[src/rtl/traffic_pkg.sv]
// Shared definitions for the traffic sensor conditioner: debounce state
// encoding and default timing constants.
package traffic_pkg;

  typedef enum logic [1:0] {
    ST_LOW       = 2'd0,
    ST_RISE_PEND = 2'd1,
    ST_HIGH      = 2'd2,
    ST_FALL_PEND = 2'd3
  } deb_state_e;

  localparam int TICK_DIV_DEF       = 4;
  localparam int DEBOUNCE_TICKS_DEF = 3;
  localparam int STUCK_TICKS_DEF    = 64;

endpackage

[src/rtl/sensor_debounce.sv]
// One loop-detector channel: 2-flop synchroniser, tick-gated debounce FSM and,
// when TRAFFIC_STUCK_DETECT_EN is defined, a stuck-high detector that raises
// fault_o and masks sensor_o.
//
// state        | meaning
// ST_LOW       | clean level 0, waiting for s2=1
// ST_RISE_PEND | s2=1 seen, counting ticks before output rises
// ST_HIGH      | clean level 1, waiting for s2=0
// ST_FALL_PEND | s2=0 seen, counting ticks before output falls
import traffic_pkg::*;

module sensor_debounce #(
  parameter int DEBOUNCE_TICKS = DEBOUNCE_TICKS_DEF,
  parameter int STUCK_TICKS    = STUCK_TICKS_DEF
) (
  input  logic Clock,
  input  logic Reset,
  input  logic tick_i,
  input  logic raw_i,
  output logic sensor_o,
  output logic fault_o
);

  localparam int CW = $clog2(DEBOUNCE_TICKS) + 1;
  localparam logic [CW-1:0] CNT_LAST = CW'(DEBOUNCE_TICKS - 1);

  logic            s1_q, s2_q;
  deb_state_e      state_q, state_d;
  logic [CW-1:0]   cnt_q, cnt_d;
  logic            sensor_q, sensor_d;
  logic            in_high_d;

  // Next-state for the debounce FSM; only advances on a sampling tick.
  always_comb begin
    state_d = state_q;
    cnt_d   = cnt_q;
    if (tick_i) begin
      case (state_q)
        ST_LOW: begin
          if (s2_q) begin
            if (DEBOUNCE_TICKS == 1) begin
              state_d = ST_HIGH;
              cnt_d   = '0;
            end else begin
              state_d = ST_RISE_PEND;
              cnt_d   = CW'(1);
            end
          end
        end
        ST_RISE_PEND: begin
          if (!s2_q) begin
            state_d = ST_LOW;
            cnt_d   = '0;
          end else if (cnt_q == CNT_LAST) begin
            state_d = ST_HIGH;
            cnt_d   = '0;
          end else begin
            cnt_d = cnt_q + CW'(1);
          end
        end
        ST_HIGH: begin
          if (!s2_q) begin
            if (DEBOUNCE_TICKS == 1) begin
              state_d = ST_LOW;
              cnt_d   = '0;
            end else begin
              state_d = ST_FALL_PEND;
              cnt_d   = CW'(1);
            end
          end
        end
        ST_FALL_PEND: begin
          if (s2_q) begin
            state_d = ST_HIGH;
            cnt_d   = '0;
          end else if (cnt_q == CNT_LAST) begin
            state_d = ST_LOW;
            cnt_d   = '0;
          end else begin
            cnt_d = cnt_q + CW'(1);
          end
        end
        default: begin
          state_d = ST_LOW;
          cnt_d   = '0;
        end
      endcase
    end
  end

  assign in_high_d = (state_d == ST_HIGH) || (state_d == ST_FALL_PEND);

  // Synchroniser, FSM state and registered clean output.
  always_ff @(posedge Clock or posedge Reset) begin
    if (Reset) begin
      s1_q     <= 1'b0;
      s2_q     <= 1'b0;
      state_q  <= ST_LOW;
      cnt_q    <= '0;
      sensor_q <= 1'b0;
    end else begin
      s1_q     <= raw_i;
      s2_q     <= s1_q;
      state_q  <= state_d;
      cnt_q    <= cnt_d;
      sensor_q <= sensor_d;
    end
  end

`ifdef TRAFFIC_STUCK_DETECT_EN
  localparam int SW = $clog2(STUCK_TICKS + 1);
  localparam logic [SW-1:0] STUCK_LAST = SW'(STUCK_TICKS);

  logic [SW-1:0] stuck_q, stuck_d;
  logic          fault_q, fault_d;

  // Stuck counter runs only while HIGH; the fault holds through FALL_PEND
  // and is released only once the channel settles back to LOW.
  always_comb begin
    stuck_d = stuck_q;
    fault_d = fault_q;
    if (tick_i) begin
      if (state_q == ST_HIGH) begin
        if (stuck_q != STUCK_LAST) stuck_d = stuck_q + SW'(1);
      end else begin
        stuck_d = '0;
      end
    end
    if (stuck_d == STUCK_LAST) fault_d = 1'b1;
    if (state_d == ST_LOW)     fault_d = 1'b0;
  end

  // Stuck counter and fault flag registers.
  always_ff @(posedge Clock or posedge Reset) begin
    if (Reset) begin
      stuck_q <= '0;
      fault_q <= 1'b0;
    end else begin
      stuck_q <= stuck_d;
      fault_q <= fault_d;
    end
  end

  assign sensor_d = in_high_d & ~fault_d;
  assign fault_o  = fault_q;
`else
  assign sensor_d = in_high_d;
  assign fault_o  = 1'b0;
`endif

  assign sensor_o = sensor_q;

endmodule

[src/rtl/traffic_sensor_conditioner.sv]
// Traffic sensor front end: shared sampling-tick prescaler plus one debounce
// channel each for NS and EW. Stuck detection is built in when
// TRAFFIC_STUCK_DETECT_EN is defined.
import traffic_pkg::*;

module traffic_sensor_conditioner #(
  parameter int TICK_DIV       = TICK_DIV_DEF,
  parameter int DEBOUNCE_TICKS = DEBOUNCE_TICKS_DEF,
  parameter int STUCK_TICKS    = STUCK_TICKS_DEF
) (
  input  logic Clock,
  input  logic Reset,
  input  logic NS_raw,
  input  logic EW_raw,
  output logic NS_sensor,
  output logic EW_sensor,
  output logic Tick,
  output logic NS_fault,
  output logic EW_fault
);

  localparam int PW = $clog2(TICK_DIV);
  localparam logic [PW-1:0] PS_LAST = PW'(TICK_DIV - 1);

  logic [PW-1:0] ps_q;
  logic          tick_q;

  // Prescaler; the strobe is registered so it first shows after the
  // TICK_DIV-th edge out of reset.
  always_ff @(posedge Clock or posedge Reset) begin
    if (Reset) begin
      ps_q   <= '0;
      tick_q <= 1'b0;
    end else begin
      ps_q   <= (ps_q == PS_LAST) ? '0 : ps_q + PW'(1);
      tick_q <= (ps_q == PS_LAST);
    end
  end

  assign Tick = tick_q;

  sensor_debounce #(
    .DEBOUNCE_TICKS (DEBOUNCE_TICKS),
    .STUCK_TICKS    (STUCK_TICKS)
  ) u_ns (
    .Clock    (Clock),
    .Reset    (Reset),
    .tick_i   (tick_q),
    .raw_i    (NS_raw),
    .sensor_o (NS_sensor),
    .fault_o  (NS_fault)
  );

  sensor_debounce #(
    .DEBOUNCE_TICKS (DEBOUNCE_TICKS),
    .STUCK_TICKS    (STUCK_TICKS)
  ) u_ew (
    .Clock    (Clock),
    .Reset    (Reset),
    .tick_i   (tick_q),
    .raw_i    (EW_raw),
    .sensor_o (EW_sensor),
    .fault_o  (EW_fault)
  );

endmodule
[config.mk]
export PLATFORM = sky130hd
export DESIGN_NAME = traffic_sensor_conditioner
export DESIGN_NICKNAME = d
export VERILOG_FILES = /design/src/rtl/traffic_pkg.sv /design/src/rtl/sensor_debounce.sv /design/src/rtl/traffic_sensor_conditioner.sv
export SDC_FILE = /design/constraint.sdc
export NUM_CORES = 1
export LEC_CHECK = 0
export ABC_CLOCK_PERIOD_IN_PS = 1700
export BUFFER_PORTS_ARGS = -buffer_cell sky130_fd_sc_hd__buf_2
export CORE_MARGIN = 2
export CORE_UTILIZATION = 30
export CTS_BUF_LIST = sky130_fd_sc_hd__clkbuf_16
export DETAILED_ROUTE_END_ITERATION = 10
export PLACE_DENSITY_LB_ADDON = 0.08
export SETUP_SLACK_MARGIN = 0.05
export SLEW_MARGIN = 10
export SYNTH_ARGS = -nofsm -noshare
export SYNTH_HDL_FRONTEND = slang
export SYNTH_SLANG_ARGS = --single-unit
export TNS_END_PERCENT = 5
[constraint.sdc]
create_clock -name Clock -period 1.7 [get_ports Clock]
set_clock_uncertainty 0.2 [all_clocks]
set_input_delay 0.085 -clock Clock [delete_from_list [all_inputs] [get_ports Clock]]
set_output_delay 0.085 -clock Clock [all_outputs]
set_load 0.01 [all_outputs]
# ---- Word level (Yosys, flattened, before mapping)
# Cells that the tools add are included.
dict set report totals {
  out_inout_bits 5
  in_bits 4
  ff_bits 19
}
dict set report classes {
  muxes 29
  addsub 3
  n_eq_ne 17
  n_reduce_logical 6
}
# cell n
set ops {}
lappend ops {{$mux 2} 15}
lappend ops {{$mux 3} 10}
lappend ops {{$pmux 3 s4} 2}
lappend ops {{$eq 2x2->1 const B} 9}
lappend ops {{$pmux 2 s4} 2}
lappend ops {{$add 3x1->3 const B} 2}
lappend ops {{$eq 3x2->1 const B} 2}
lappend ops {{$reduce_and 3->1} 2}
lappend ops {{$eq 2x1->1 const B} 2}
lappend ops {{$logic_not 2->1} 2}
lappend ops {{$ne 2x1->1 const B} 2}
lappend ops {{$ne 2x2->1 const B} 2}
lappend ops {{$add 2x1->2 const B} 1}
lappend ops {{$logic_or 1x1->1} 2}

# ---- Longest topological paths before layout
# Gate-level depths: netlist (run 1).
dict set report logic_depth {
  ltp_word 7
  depth_mapped 4
  ltp_nobuf 3
}

# ---- By module
# A second synthesis (run 1) with hierarchy kept.
dict set report hier_totals {
  hier_cells 68
  hier_area_um2 835.8
}
# module cells_each area_per_inst_um2 n_inst
set modules_own_cells {}
lappend modules_own_cells {sensor_debounce 31 370.4 2}
lappend modules_own_cells {traffic_sensor_conditioner 6 95.1 1}

# ---- Least setup slack after synthesis (run 1)
# Ideal clock, no wire load.
dict set report synth_timing {
  path_type {reg2reg}
  startpoint {register u_ns.cnt_q[2]}
  endpoint {register u_ns.sensor_q (netlist: u_ns.sensor_o)}
  path_buffers 0
  setup_slack_ns 0.283
  arrival_ns 1.092
  stages_incl_launch_ff 4
  path_cell_list {dfrtp_1 -> nand2b_1 -> nor4_4 -> mux2_2}
}
dict set report synth_between {
  elab_chain_len 7
  elab_cells_between_ends 10
}
# element line
set synth_lines {}
lappend synth_lines {{start: declaration} sensor_debounce.sv:29} ;# logic [CW-1:0] cnt_q, cnt_d;
lappend synth_lines {{start signal: assignment} sensor_debounce.sv:105} ;# cnt_q <= cnt_d;
lappend synth_lines {{$eq 3x2->1 (*)} {sensor_debounce.sv:54, sensor_debounce.sv:76}}
lappend synth_lines {{$mux 2, on equally long branches} {sensor_debounce.sv:76, sensor_debounce.sv:54}}
lappend synth_lines {{$mux 2, on equally long branches} {sensor_debounce.sv:73, sensor_debounce.sv:51}}
lappend synth_lines {{$pmux 2 s4 (*)} sensor_debounce.sv:38} ;# case (state_q)
lappend synth_lines {{$mux 2 (*)} sensor_debounce.sv:37} ;# if (tick_i) begin
lappend synth_lines {{$eq 2x2->1} sensor_debounce.sv:91} ;# assign in_high_d = (state_d == ST_HIGH) || (state_d == ST_FALL_PEND);
lappend synth_lines {{$logic_or 1x1->1 (*)} sensor_debounce.sv:91}
lappend synth_lines {{net u_ns.in_high_d} sensor_debounce.sv:31} ;# logic in_high_d;
lappend synth_lines {{end signal: assignment} sensor_debounce.sv:106} ;# sensor_q <= sensor_d;
lappend synth_lines {{end: declaration} sensor_debounce.sv:30} ;# logic sensor_q, sensor_d;
# Mark *: on every way through the listed nets, which the timed path passes. The rest lies on a longest branch.
# A chain may end at the register's enable or synchronous reset.

# ---- Worst setup path in the final report (run 1)
dict set report layout_timing {
  startpoint {register u_ns.cnt_q[2]}
  endpoint {register u_ns.state_q[1]}
}
dict set report layout_between {
  elab_chain_len 5
  elab_cells_between_ends 7
}
# element line
set layout_lines {}
lappend layout_lines {{$eq 3x2->1 (*)} {sensor_debounce.sv:54, sensor_debounce.sv:76}}
lappend layout_lines {{$mux 2, on equally long branches} {sensor_debounce.sv:76, sensor_debounce.sv:54}}
lappend layout_lines {{$mux 2, on equally long branches} {sensor_debounce.sv:73, sensor_debounce.sv:51}}
lappend layout_lines {{$pmux 2 s4 (*)} sensor_debounce.sv:38}
lappend layout_lines {{$mux 2 (*)} sensor_debounce.sv:37}
lappend layout_lines {{net u_ns.state_d[1]} sensor_debounce.sv:28} ;# deb_state_e state_q, state_d;
lappend layout_lines {{end signal: assignment} sensor_debounce.sv:104} ;# state_q <= state_d;
lappend layout_lines {{end: declaration} sensor_debounce.sv:28}
# Marked as above.

==> results of run 1 <==
-- metal layers --
layer / track usage / vias to the layer above
met3: 0.0349 / 2
met1: 0.119 / 260
met2: 0.160 / 10
met5: 0 / -
li1: - / 267
met4: 0.0510 / 0
-- power by group through the flow --
stage          Sequential, mW  Clock [mW]  Combinational [mW]
4_1_cts                 0.719       0.497               0.339
5_1_grt                 0.745       0.508               0.380
3_3_place_gp            0.724           0               0.329
2_1_floorplan           0.707           0               0.233
6_report                0.720       0.478               0.334
3_5_place_dp            0.728           0               0.334
-- state kept, by name (all words and copies together) (netlist names), 2 cells and up --
name          flops
u_ew.cnt_q        3
u_ns.cnt_q        3
ps_q              2
u_ew.state_q      2
u_ns.state_q      2
-- metrics by stage --
stage	cells	hold slack, ns	setup slack (ns)	utilization	area (um^2)
floorplan	68	-0.164	0.283	-	811
global placement	105	-0.0811	0.185	0.352	888
detailed placement	105	-0.0831	0.172	0.352	888
CTS	112	0.149	0.165	0.396	998
global route	112	0.151	0.111	0.396	998
finish	112	0.146	0.182	0.396	998
-- cell type report --
class	instances	area (um^2)	area share
well taps	30	37.5	0.0376
inverters	5	18.8	0.0188
clock buffers	3	75.1	0.0752
multi-input cells	41	297	0.297
flip-flops and latches	19	475	0.476
repair buffers	13	90.1	0.0902
clock inverters	1	5.00	0.00501
-- Yosys cell counts, types with 2 or more instances --
library cell,instances
sky130_fd_sc_hd__dfrtp_1,19
sky130_fd_sc_hd__o21ai_0,7
sky130_fd_sc_hd__a21oi_1,4
sky130_fd_sc_hd__a32o_1,4
sky130_fd_sc_hd__inv_1,4
sky130_fd_sc_hd__mux2_2,4
sky130_fd_sc_hd__nand2_1,4
sky130_fd_sc_hd__nand2b_1,3
sky130_fd_sc_hd__buf_4,2
sky130_fd_sc_hd__nor2_1,2
sky130_fd_sc_hd__o2bb2ai_1,2
sky130_fd_sc_hd__xor2_1,2
-- critical path: stages (launching register included) --
cell and delay (ns):
sky130_fd_sc_hd__dfrtp_1 0.40, sky130_fd_sc_hd__nand2b_1 0.23, sky130_fd_sc_hd__nor4_4 0.21, sky130_fd_sc_hd__mux2_2 0.37
-- cell families (layout without fill, tap and decap cells) --
kind of cell,after synthesis,in the layout,synth area share
compound gates,19,19,0.158
xor+xnor,2,2,0.0217
fa+ha+maj,1,1,0.0155
buf+inv,8,22,0.0480
flops,19,19,0.589
mux,4,4,0.0558
other cells,1,2,0.00465
simple gates,13,13,0.107
-- final timing paths --
path,startpoint,end
min in group asynchronous,Reset,u_ew.s1_q
setup reg to reg,u_ns.cnt_q[2],u_ns.state_q[1]
hold / removal,u_ew.s1_q,u_ew.s2_q
max in group asynchronous,Reset,u_ns.cnt_q[0]
setup / recovery,u_ns.cnt_q[2],u_ns.state_q[1]
hold reg to reg,u_ew.s1_q,u_ew.s2_q
==> results by stage, run 1 <==
Outcome:
- The flow ran to the end, and the final reports show no timing, DRC or antenna violations.

Finish:
- The number of diodes is 0.
- After the last flow step, the layout net total stands at 88.
- The most common library cell in the layout ignoring fill and taps is sky130_fd_sc_hd__dfrtp_1.
- The number of filler cells placed in the layout is 246.
- In the final layout, the share of cells above drive strength 1 is 0.244.
- The layout overhead on the synthesized area is 23.7%.
- The library cells used most frequently in the layout, excluding fill and tap cells, are sky130_fd_sc_hd__dfrtp_1, sky130_fd_sc_hd__o21ai_0, sky130_fd_sc_hd__buf_2.

Clock tree:
- Post-CTS repair changed the size of 0 cells.
- The number of buffers created by CTS is 3.
- The maximum level of the CTS H-tree is 1.
- The clock transition at the registers of the reported paths is 0.05 ns.
- The latest clock arrival within the worst-skew pair is 0.25 ns.
- The TritonCTS clock tree is yes.
- Clock tree synthesis found a total of 19 sinks.
- In this run the clock root is driven by a sky130_fd_sc_hd__clkbuf_16.
- The post-CTS setup buffer count is 0.
- Hold repair after CTS inserted 3 buffers.
- Counting along the longest clock path gives a buffer depth of 2.

Synthesis:
- The gate count of the mapped netlist is 67.
- A synthesized cell averages 12.0 um^2.
- The share of the synthesized area in the top cell type is 0.589.
- The share of synthesized area occupied by flip-flops and latches is 0.589.
- The number of enable flip-flop cells after synthesis is 0.
- The biggest area contributor in the post-synthesis netlist is sky130_fd_sc_hd__dfrtp_1.
- Among all flip-flop cells after synthesis, the most frequent one is sky130_fd_sc_hd__dfrtp_1.
- The fraction of registers with async set/reset is 1.00.
- Counting flops and latches in the post-synthesis netlist gives 19.
- Yosys mapped the design onto 22 distinct sky130hd cell types.
- During synthesis, Yosys emitted a total of 0 warnings.
- The cell area after synthesis is 807 um^2.
- After synthesis, the cell types taking the most area are sky130_fd_sc_hd__dfrtp_1, sky130_fd_sc_hd__mux2_2, sky130_fd_sc_hd__a32o_1.

Worst setup path:
- The critical path class is register to register.
- The number of cells traversed by the worst register-to-register path is 3.
- The setup check on the worst reg-to-reg path leaves a slack of 0.18 ns.
- The worst setup path is launched from a register.
- The required arrival time at the worst endpoint is 1.63 ns.
- The maximum fanout count along the critical path is 4.
- The worst setup path is captured at a register.
- Data arrives at the worst endpoint at 1.45 ns.

Worst hold path:
- The depth of the worst hold-timing path is 0.
- The min-delay analysis places its worst path in the category register to register.

Global route:
- The via count of the first global-routing pass is 566.
- In the global route stage, overall resource usage came out at 0.100.
- The global-route wire length before repair is 2410 um.
- The initial antenna violation count is 0.
- Summed over all layers, the global routing overflow is 0.
- Entering global routing, the biggest net connects 20 pins.

Power:
- The share of total power dissipated in combinational logic is 0.218.
- The switching power summed over all nets is 0.456 mW.
- IR analysis of the VDD net gives a maximum drop of 0.628 mV.
- The share of total power in sequential cells is 0.470.
- The analysis attributes to cell leakage a power of 0.446 nW.
- The power density over the cells is 1530 nW/um^2.
- The overall power of the completed layout is 1.53 mW.
- Internal power comes to 1.08 mW.
- The clock network power share is 0.312.
- Of the total power, the share spent switching nets is 0.298.

Drt:
- The wire length the detailed router placed on met1 is 621 um.
- The routed design uses 37 um of met3 wire.
- The via count is 539.
- The routed wire length on met2 is 613 um.
- The number of DRC markers in iteration 0 is 10.
- After detailed routing, the total wire length is 1290 um.
- In this run the remaining antenna-violating nets after routing total 0.
- The DRC violations left is 0.
- In the final routed layout, each cell accounts on average for 11.5 um.
- The number of search-and-repair iterations in the first detailed-routing pass is 4.
- The highest metal layer carrying signal wires in the routed design is met4.
- The via count normalized by instance count is 4.81.

Die:
- The overall die area is 3120 um^2.
- The width of the die is 55.9 um.
- The initial utilization of the core area, before any placement, comes to 0.320.
- The I/O pin count is 9.
- The cell row count is 18.
- In this run the standard cell core region covers 2520 um^2.
- The vertical die dimension is 55.9 um.

Timing:
- After routing, the total negative slack on setup checks comes to 0 ns.
- Setup repair after global routing left no endpoint under its margin.
- Timing would allow up to 659 MHz.
- Setup violations remaining at the end of the flow were counted as 0.
- The number of max-slew violations in the final report is 0.
- The count of endpoints failing hold in the final timing report is 0.
- The clock period minus final worst setup slack is 1.52 ns.
- Dividing the final minimum period by the clock period gives 0.893.

Flow run:
- The number of maximum-capacitance constraint violations is 0.

Place:
- The half-perimeter wire length after detailed placement is 907 um.
- The weighted congestion at the end of routability-driven global placement is 0.713.
- During placement, the flow inserted port buffers numbering 6.
Power figures use the tool's default switching activity.
==> inputs of run 2 (changes only) <==
Settings changed: CORE_ASPECT_RATIO set to 1.2.
==> run 2 against run 1 <==
Effect of this change:
- sequential power hardly changed
- register-to-register slack hardly changed
- final area is 0.25% higher
- die area hardly changed
- flip-flop and latch count stayed put
- utilization is 0.37 points lower
- sequential share of layout area is 0.12 points lower
==> results by stage, run 2 (synthesis gave the netlist of run 1 again) <==
Worst setup path:
- The maximum fanout count along the critical path is 4 (unchanged).
- The critical path class was register to register (unchanged).
- The required arrival time at the worst endpoint is 1.63 ns (about the same).
- The critical path data arrival time came to 1.45 ns (about the same).
- The kind of start point of the critical path is a register (unchanged).
- The endpoint type of the worst setup path is a register (unchanged).
- The number of cells traversed by the worst register-to-register path is 3 (unchanged).

Place:
- The weighted congestion at the end of routability-driven global placement is 0.637 (was 0.713).
- The total of buffers placed on input and output ports is 6 (unchanged).
- The half-perimeter wire length after detailed placement was 853 um (was 907 um).

Power:
- The static leakage was 0.447 nW (was 0.446 nW).
- The power density over the cells is 1520 nW/um^2 (was 1530 nW/um^2).
- The worst vdd rail ir drop was 0.546 mV (was 0.628 mV).

Drt:
- The detailed-route wire length is 1250 um (was 1290 um).
- The via count is 539 (unchanged).
- The DRC violations left is 0 (unchanged).
- The via count normalized by instance count was 4.69 (was 4.81).
- The number of DRC markers in iteration 0 was 19 (was 10).
- The post-detailed-route wirelength per cell was 10.8 um (was 11.5 um).
- The remaining antenna violation count after routing was 0 (unchanged).
- The number of search-and-repair iterations in the first detailed-routing pass is 4 (unchanged).

Finish:
- The fraction of final layout cells sized beyond drive strength 1 is 0.232 (was 0.244).
- The combined flip-flop and latch cell area came to 475 um^2 (unchanged).
- The count of nets after finishing was 88 (unchanged).
- The most common library cell in the layout ignoring fill and taps is sky130_fd_sc_hd__dfrtp_1 (unchanged).
- The multi-input gate area in the final layout is 297 um^2 (unchanged).
- Most frequent cells in the layout: sky130_fd_sc_hd__dfrtp_1, sky130_fd_sc_hd__o21ai_0, sky130_fd_sc_hd__buf_2 (unchanged).
- The layout overhead on the synthesized area is 24.0% (was 23.7%).
- The number of filler cells placed in the layout is 266 (was 246).
- Top flop regs: u_ew.cnt_q x3, u_ns.cnt_q x3 (unchanged).
- The number of diodes is 0 (unchanged).

Clock tree:
- The latest clock arrival within the worst-skew pair is 0.24 ns (was 0.25 ns).
- The maximum level of the CTS H-tree is 1 (unchanged).
- The number of buffers created by CTS was 3 (unchanged).
- The TritonCTS clock tree is yes (unchanged).
- The TritonCTS sink count is 19 (unchanged).
- The root buffer selected by CTS is sky130_fd_sc_hd__clkbuf_16 (unchanged).
- The clock transition at the registers of the reported paths is 0.05 ns (about the same).
- The number of buffers on the longest clock path came to 2 (unchanged).
- The number of gates resized after CTS came to 0 (unchanged).

Timing:
- The minimum hold slack is 0.147 ns (was 0.146 ns).
- The total negative setup slack is 0 ns (unchanged).
- The number of max-slew violations in the final report is 0 (unchanged).
- The setup-violating endpoint count in the final report is 0 (unchanged).
- The part of the cycle the worst path needs is 0.892 (was 0.893).
- The fmax is 659 MHz (about the same).
- RSZ-0062 raised after global routing: false (unchanged).
- The count of endpoints failing hold in the final timing report was 0 (unchanged).
- The clock period minus final worst setup slack is 1.52 ns (about the same).

Die:
- The width of the die is 51.3 um (was 55.9 um).
- The starting density of the core was 0.316 (was 0.320).
- The cell row count is 20 (was 18).
- The vertical die dimension was 60.8 um (was 55.9 um).
- The placeable core area is 2550 um^2 (was 2520 um^2).
- The overall die area is 3120 um^2 (about the same).
- The I/O pin count is 9 (unchanged).

Global route:
- The total grt overflow came to 0 (unchanged).
- The overall global routing resource usage was 0.100 (about the same).
- The largest net degree at the start of global routing is 20 (unchanged).
- The initial antenna violation count came to 0 (unchanged).
- The global-route wire length before repair came to 2310 um (was 2410 um).
- The via count of the first global-routing pass is 540 (was 566).

Worst hold path:
- The worst hold path class is register to register (unchanged).
- The depth of the worst hold-timing path is 0 (unchanged).

Outcome:
- Result of the run: complete, no violations (unchanged).

Flow run:
- The number of maximum-capacitance constraint violations is 0 (unchanged).
run 2: cell types whose count changed in the layout (fill, tap and decap cells not counted):
cell,previous run,this run
sky130_fd_sc_hd__clkinv_2,1,0
sky130_fd_sc_hd__inv_1,4,5
run 2: cell type report:
type	count	area share
inverters	5	0.0188
flip-flops and latches	19	0.475
clock buffers	3	0.0750
clock inverters	1	0.00375
well taps	33	0.0413
multi-input cells	41	0.296
repair buffers	13	0.0900
run 2: per-layer routing:
layer  GRT usage  vias up  wire [um]
li1            -      267          -
met1       0.127      262        595
met2       0.163        8        587
met3      0.0271        2         46
met4      0.0451        0         17
met5           0        -          0
run 2: report_power, final:
group	switching (mW)	leakage [nW]	internal, mW
sequential	0.140	0.238	0.580
combinational	0.151	0.167	0.182
clock	0.154	0.0423	0.312
total	0.445	0.447	1.07
run 2: through the flow:
| stage | setup WS, ns | total power [mW] | utilization | std cells | area (um^2) |
|---|---|---|---|---|---|
| 2_1_floorplan | 0.283 | 0.940 | - | 68 | 811 |
| 3_3_place_gp | 0.189 | 1.05 | 0.350 | 108 | 892 |
| 3_5_place_dp | 0.180 | 1.05 | 0.350 | 108 | 892 |
| 4_1_cts | 0.173 | 1.54 | 0.392 | 115 | 1000 |
| 5_1_grt | 0.111 | 1.62 | 0.392 | 115 | 1000 |
| 6_report | 0.184 | 1.52 | 0.392 | 115 | 1000 |
run 2: worst paths after layout:
check | start | to | slack (ns)
worst max register to register | u_ns.cnt_q[2] | u_ns.sensor_o | 0.18
worst min register to register | u_ew.s1_q | u_ew.s2_q | 0.15
min in group asynchronous | Reset | u_ew.s1_q | 0.22
worst max-delay path | u_ns.cnt_q[2] | u_ns.sensor_o | 0.18
worst min-delay path | u_ew.s1_q | u_ew.s2_q | 0.15
max in group asynchronous | Reset | u_ns.cnt_q[0] | 0.88
run 2: repair_timing:
action / CTS / global route
endpoints found under the hold margin: 21 / 0
setup buffers: 0 / 0
hold buffers: 3 / 0
run 2: critical path, cell delays in order (launching register included):
cell                       delay (ns)
sky130_fd_sc_hd__dfrtp_1         0.40
sky130_fd_sc_hd__nand2b_1        0.23
sky130_fd_sc_hd__nor4_4          0.21
sky130_fd_sc_hd__mux2_2          0.37
==> inputs of run 3 (changes only) <==
Settings changed: CORE_ASPECT_RATIO 1.2 to 1.1.
==> run 3 against run 2 <==
Effect of this change:
- non-clock buffer count unchanged
- final area down 0.12%
- critical path depth unchanged
- worst hold slack better by 0.0015 ns
==> results by stage, run 3 (synthesis gave the netlist of run 1 again) <==
Drt:
- The via count is 536 (was 539).
- The DRC violations left is 0 (unchanged).
- The remaining antenna violation count after routing came to 0 (unchanged).
- The number of DRC markers in iteration 0 was 18 (was 19).
- The detailed-route wire length is 1230 um (was 1250 um).
- The number of search-and-repair iterations in the first detailed-routing pass is 4 (unchanged).
- The via count normalized by instance count was 4.74 (was 4.69).
- The post-detailed-route wirelength per cell is 10.9 um (was 10.8 um).

Place:
- The weighted congestion at the end of routability-driven global placement is 0.710 (was 0.637).
- The post-place setup slack is 0.204 ns (was 0.180 ns).
- The half-perimeter wire length after detailed placement came to 879 um (was 853 um).
- The cell count after placement is 106 (was 108).
- The total of buffers placed on input and output ports is 6 (unchanged).

Die:
- The cell row count is 19 (was 20).
- The placeable core area came to 2520 um^2 (was 2550 um^2).
- The starting density of the core is 0.320 (was 0.316).
- The overall die area is 3120 um^2 (about the same).
- The I/O pin count is 9 (unchanged).
- The vertical die dimension is 58.4 um (was 60.8 um).
- The width of the die is 53.5 um (was 51.3 um).

Power:
- The worst vdd rail ir drop came to 0.957 mV (was 0.546 mV).
- The static leakage was 0.446 nW (was 0.447 nW).
- The overall power of the completed layout came to 1.54 mW (was 1.52 mW).
- The power density over the cells is 1540 nW/um^2 (was 1520 nW/um^2).

Worst hold path:
- The worst hold path class is register to register (unchanged).

Timing:
- The fmax is 658 MHz (was 659 MHz).
- The count of endpoints failing hold in the final timing report is 0 (unchanged).
- The total negative setup slack is 0 ns (unchanged).
- The setup-violating endpoint count in the final report came to 0 (unchanged).
- RSZ-0062 raised after global routing: false (unchanged).
- The number of max-slew violations in the final report is 0 (unchanged).
- The part of the cycle the worst path needs was 0.894 (was 0.892).
- The clock period minus final worst setup slack is 1.52 ns (about the same).
- The worst setup margin was 0.181 ns (was 0.184 ns).

Flow run:
- The number of maximum-capacitance constraint violations was 0 (unchanged).

Worst setup path:
- The maximum fanout count along the critical path is 4 (unchanged).
- The endpoint type of the worst setup path is a register (unchanged).
- The cell family contributing the most delay on the critical path was simple AND/OR/NAND/NOR gates (unchanged).
- The number of buffers and inverters on the critical path is 0 (unchanged).
- The kind of start point of the critical path is a register (unchanged).
- The cell with the largest stage delay on the worst path is sky130_fd_sc_hd__dfrtp_1 (unchanged).
- The largest stage delay on the critical path came to 0.40 ns (about the same).
- The critical path class is register to register (unchanged).
- The critical path data arrival time is 1.45 ns (about the same).
- Critical Path, Cell by Cell: nand2b_1 > nor4_4 > mux2_2 (unchanged).
- The required arrival time at the worst endpoint is 1.63 ns (about the same).

Clock tree:
- The clock transition at the registers of the reported paths was 0.05 ns (about the same).
- The number of buffers on the longest clock path is 2 (unchanged).
- The number of buffers created by CTS is 3 (unchanged).
- The TritonCTS clock tree was yes (unchanged).
- The maximum level of the CTS H-tree is 1 (unchanged).
- The latest clock arrival within the worst-skew pair is 0.25 ns (was 0.24 ns).
- The root buffer selected by CTS is sky130_fd_sc_hd__clkbuf_16 (unchanged).
- The TritonCTS sink count came to 19 (unchanged).

Finish:
- The fraction of final layout cells sized beyond drive strength 1 is 0.244 (was 0.232).
- The number of diodes is 0 (unchanged).
- The most common library cell in the layout ignoring fill and taps is sky130_fd_sc_hd__dfrtp_1 (unchanged).
- Top flop regs: u_ew.cnt_q x3, u_ns.cnt_q x3 (unchanged).
- The combined flip-flop and latch cell area came to 475 um^2 (unchanged).
- The multi-input gate area in the final layout is 297 um^2 (unchanged).
- Most frequent cells in the layout: sky130_fd_sc_hd__dfrtp_1, sky130_fd_sc_hd__o21ai_0, sky130_fd_sc_hd__buf_2 (unchanged).
- The number of filler cells placed in the layout was 254 (was 266).
- The number of standard cells in the layout, taps in and fillers out came to 113 (was 115).
- The layout overhead on the synthesized area is 23.9% (was 24.0%).
- The count of nets after finishing is 88 (unchanged).

Global route:
- The global-route wire length before repair was 2280 um (was 2310 um).
- The via count of the first global-routing pass is 559 (was 540).
- The largest net degree at the start of global routing is 20 (unchanged).
- The overall global routing resource usage is 0.106 (was 0.100).
- The total grt overflow came to 0 (unchanged).
- The initial antenna violation count is 0 (unchanged).

Outcome:
- Result of the run: complete, no violations (unchanged).
## run 3: cell types whose count changed in the layout (fill, tap and decap cells not counted), sizes merged
cell,before,now
inv,6,5
clkinv,0,1
## run 3: path summary, 6_finish.rpt
| path | cells after the start | slack [ns] | from | endpoint |
|---|---|---|---|---|
| worst min-delay path | 0 | 0.15 | u_ew.s1_q | u_ew.s2_q |
| worst max-delay path | 3 | 0.18 | u_ns.cnt_q[2] | u_ns.state_q[1] |
| min in group asynchronous | 4 | 0.19 | Reset | u_ew.s2_q |
| worst max register to register | 3 | 0.18 | u_ns.cnt_q[2] | u_ns.state_q[1] |
| worst min register to register | 0 | 0.15 | u_ew.s1_q | u_ew.s2_q |
| max in group asynchronous | 4 | 0.90 | Reset | u_ns.s1_q |
## run 3: timing repair
action                    CTS  global route
resized for setup           0             0
hold buffers                3             0
hold endpoints to repair   21             0
setup buffers               0             0
## run 3: cell type report
class                      instances  share of cell area
clock buffer                       3              0.0751
multi-input combinational         41               0.297
tap                               31              0.0388
sequential                        19               0.476
inverter                           5              0.0188
clock inverter                     1             0.00501
timing repair buffer              13              0.0901
## run 3: per-stage QoR
stage | utilization | hold slack (ns) | instance area, um^2
4_1_cts | 0.397 | 0.153 | 1000
3_3_place_gp | 0.353 | -0.0830 | 890
6_report | 0.397 | 0.149 | 1000
2_1_floorplan | - | -0.164 | 811
3_5_place_dp | 0.353 | -0.0809 | 890
5_1_grt | 0.397 | 0.155 | 1000
## run 3: where the power goes
group	internal (mW)	switching (mW)	total, mW
Clock	0.315	0.168	0.483
Sequential	0.580	0.141	0.721
Combinational	0.181	0.151	0.332
Total	1.08	0.460	1.54
## run 3: layer usage
layer	share of wire	wire length, um	global-route usage	vias up
met5	0	0	0	-
met4	0.037	45	0.0952	0
met2	0.45	549	0.155	9
met3	0.034	42	0.0228	5
met1	0.48	593	0.127	253
li1	-	-	-	269
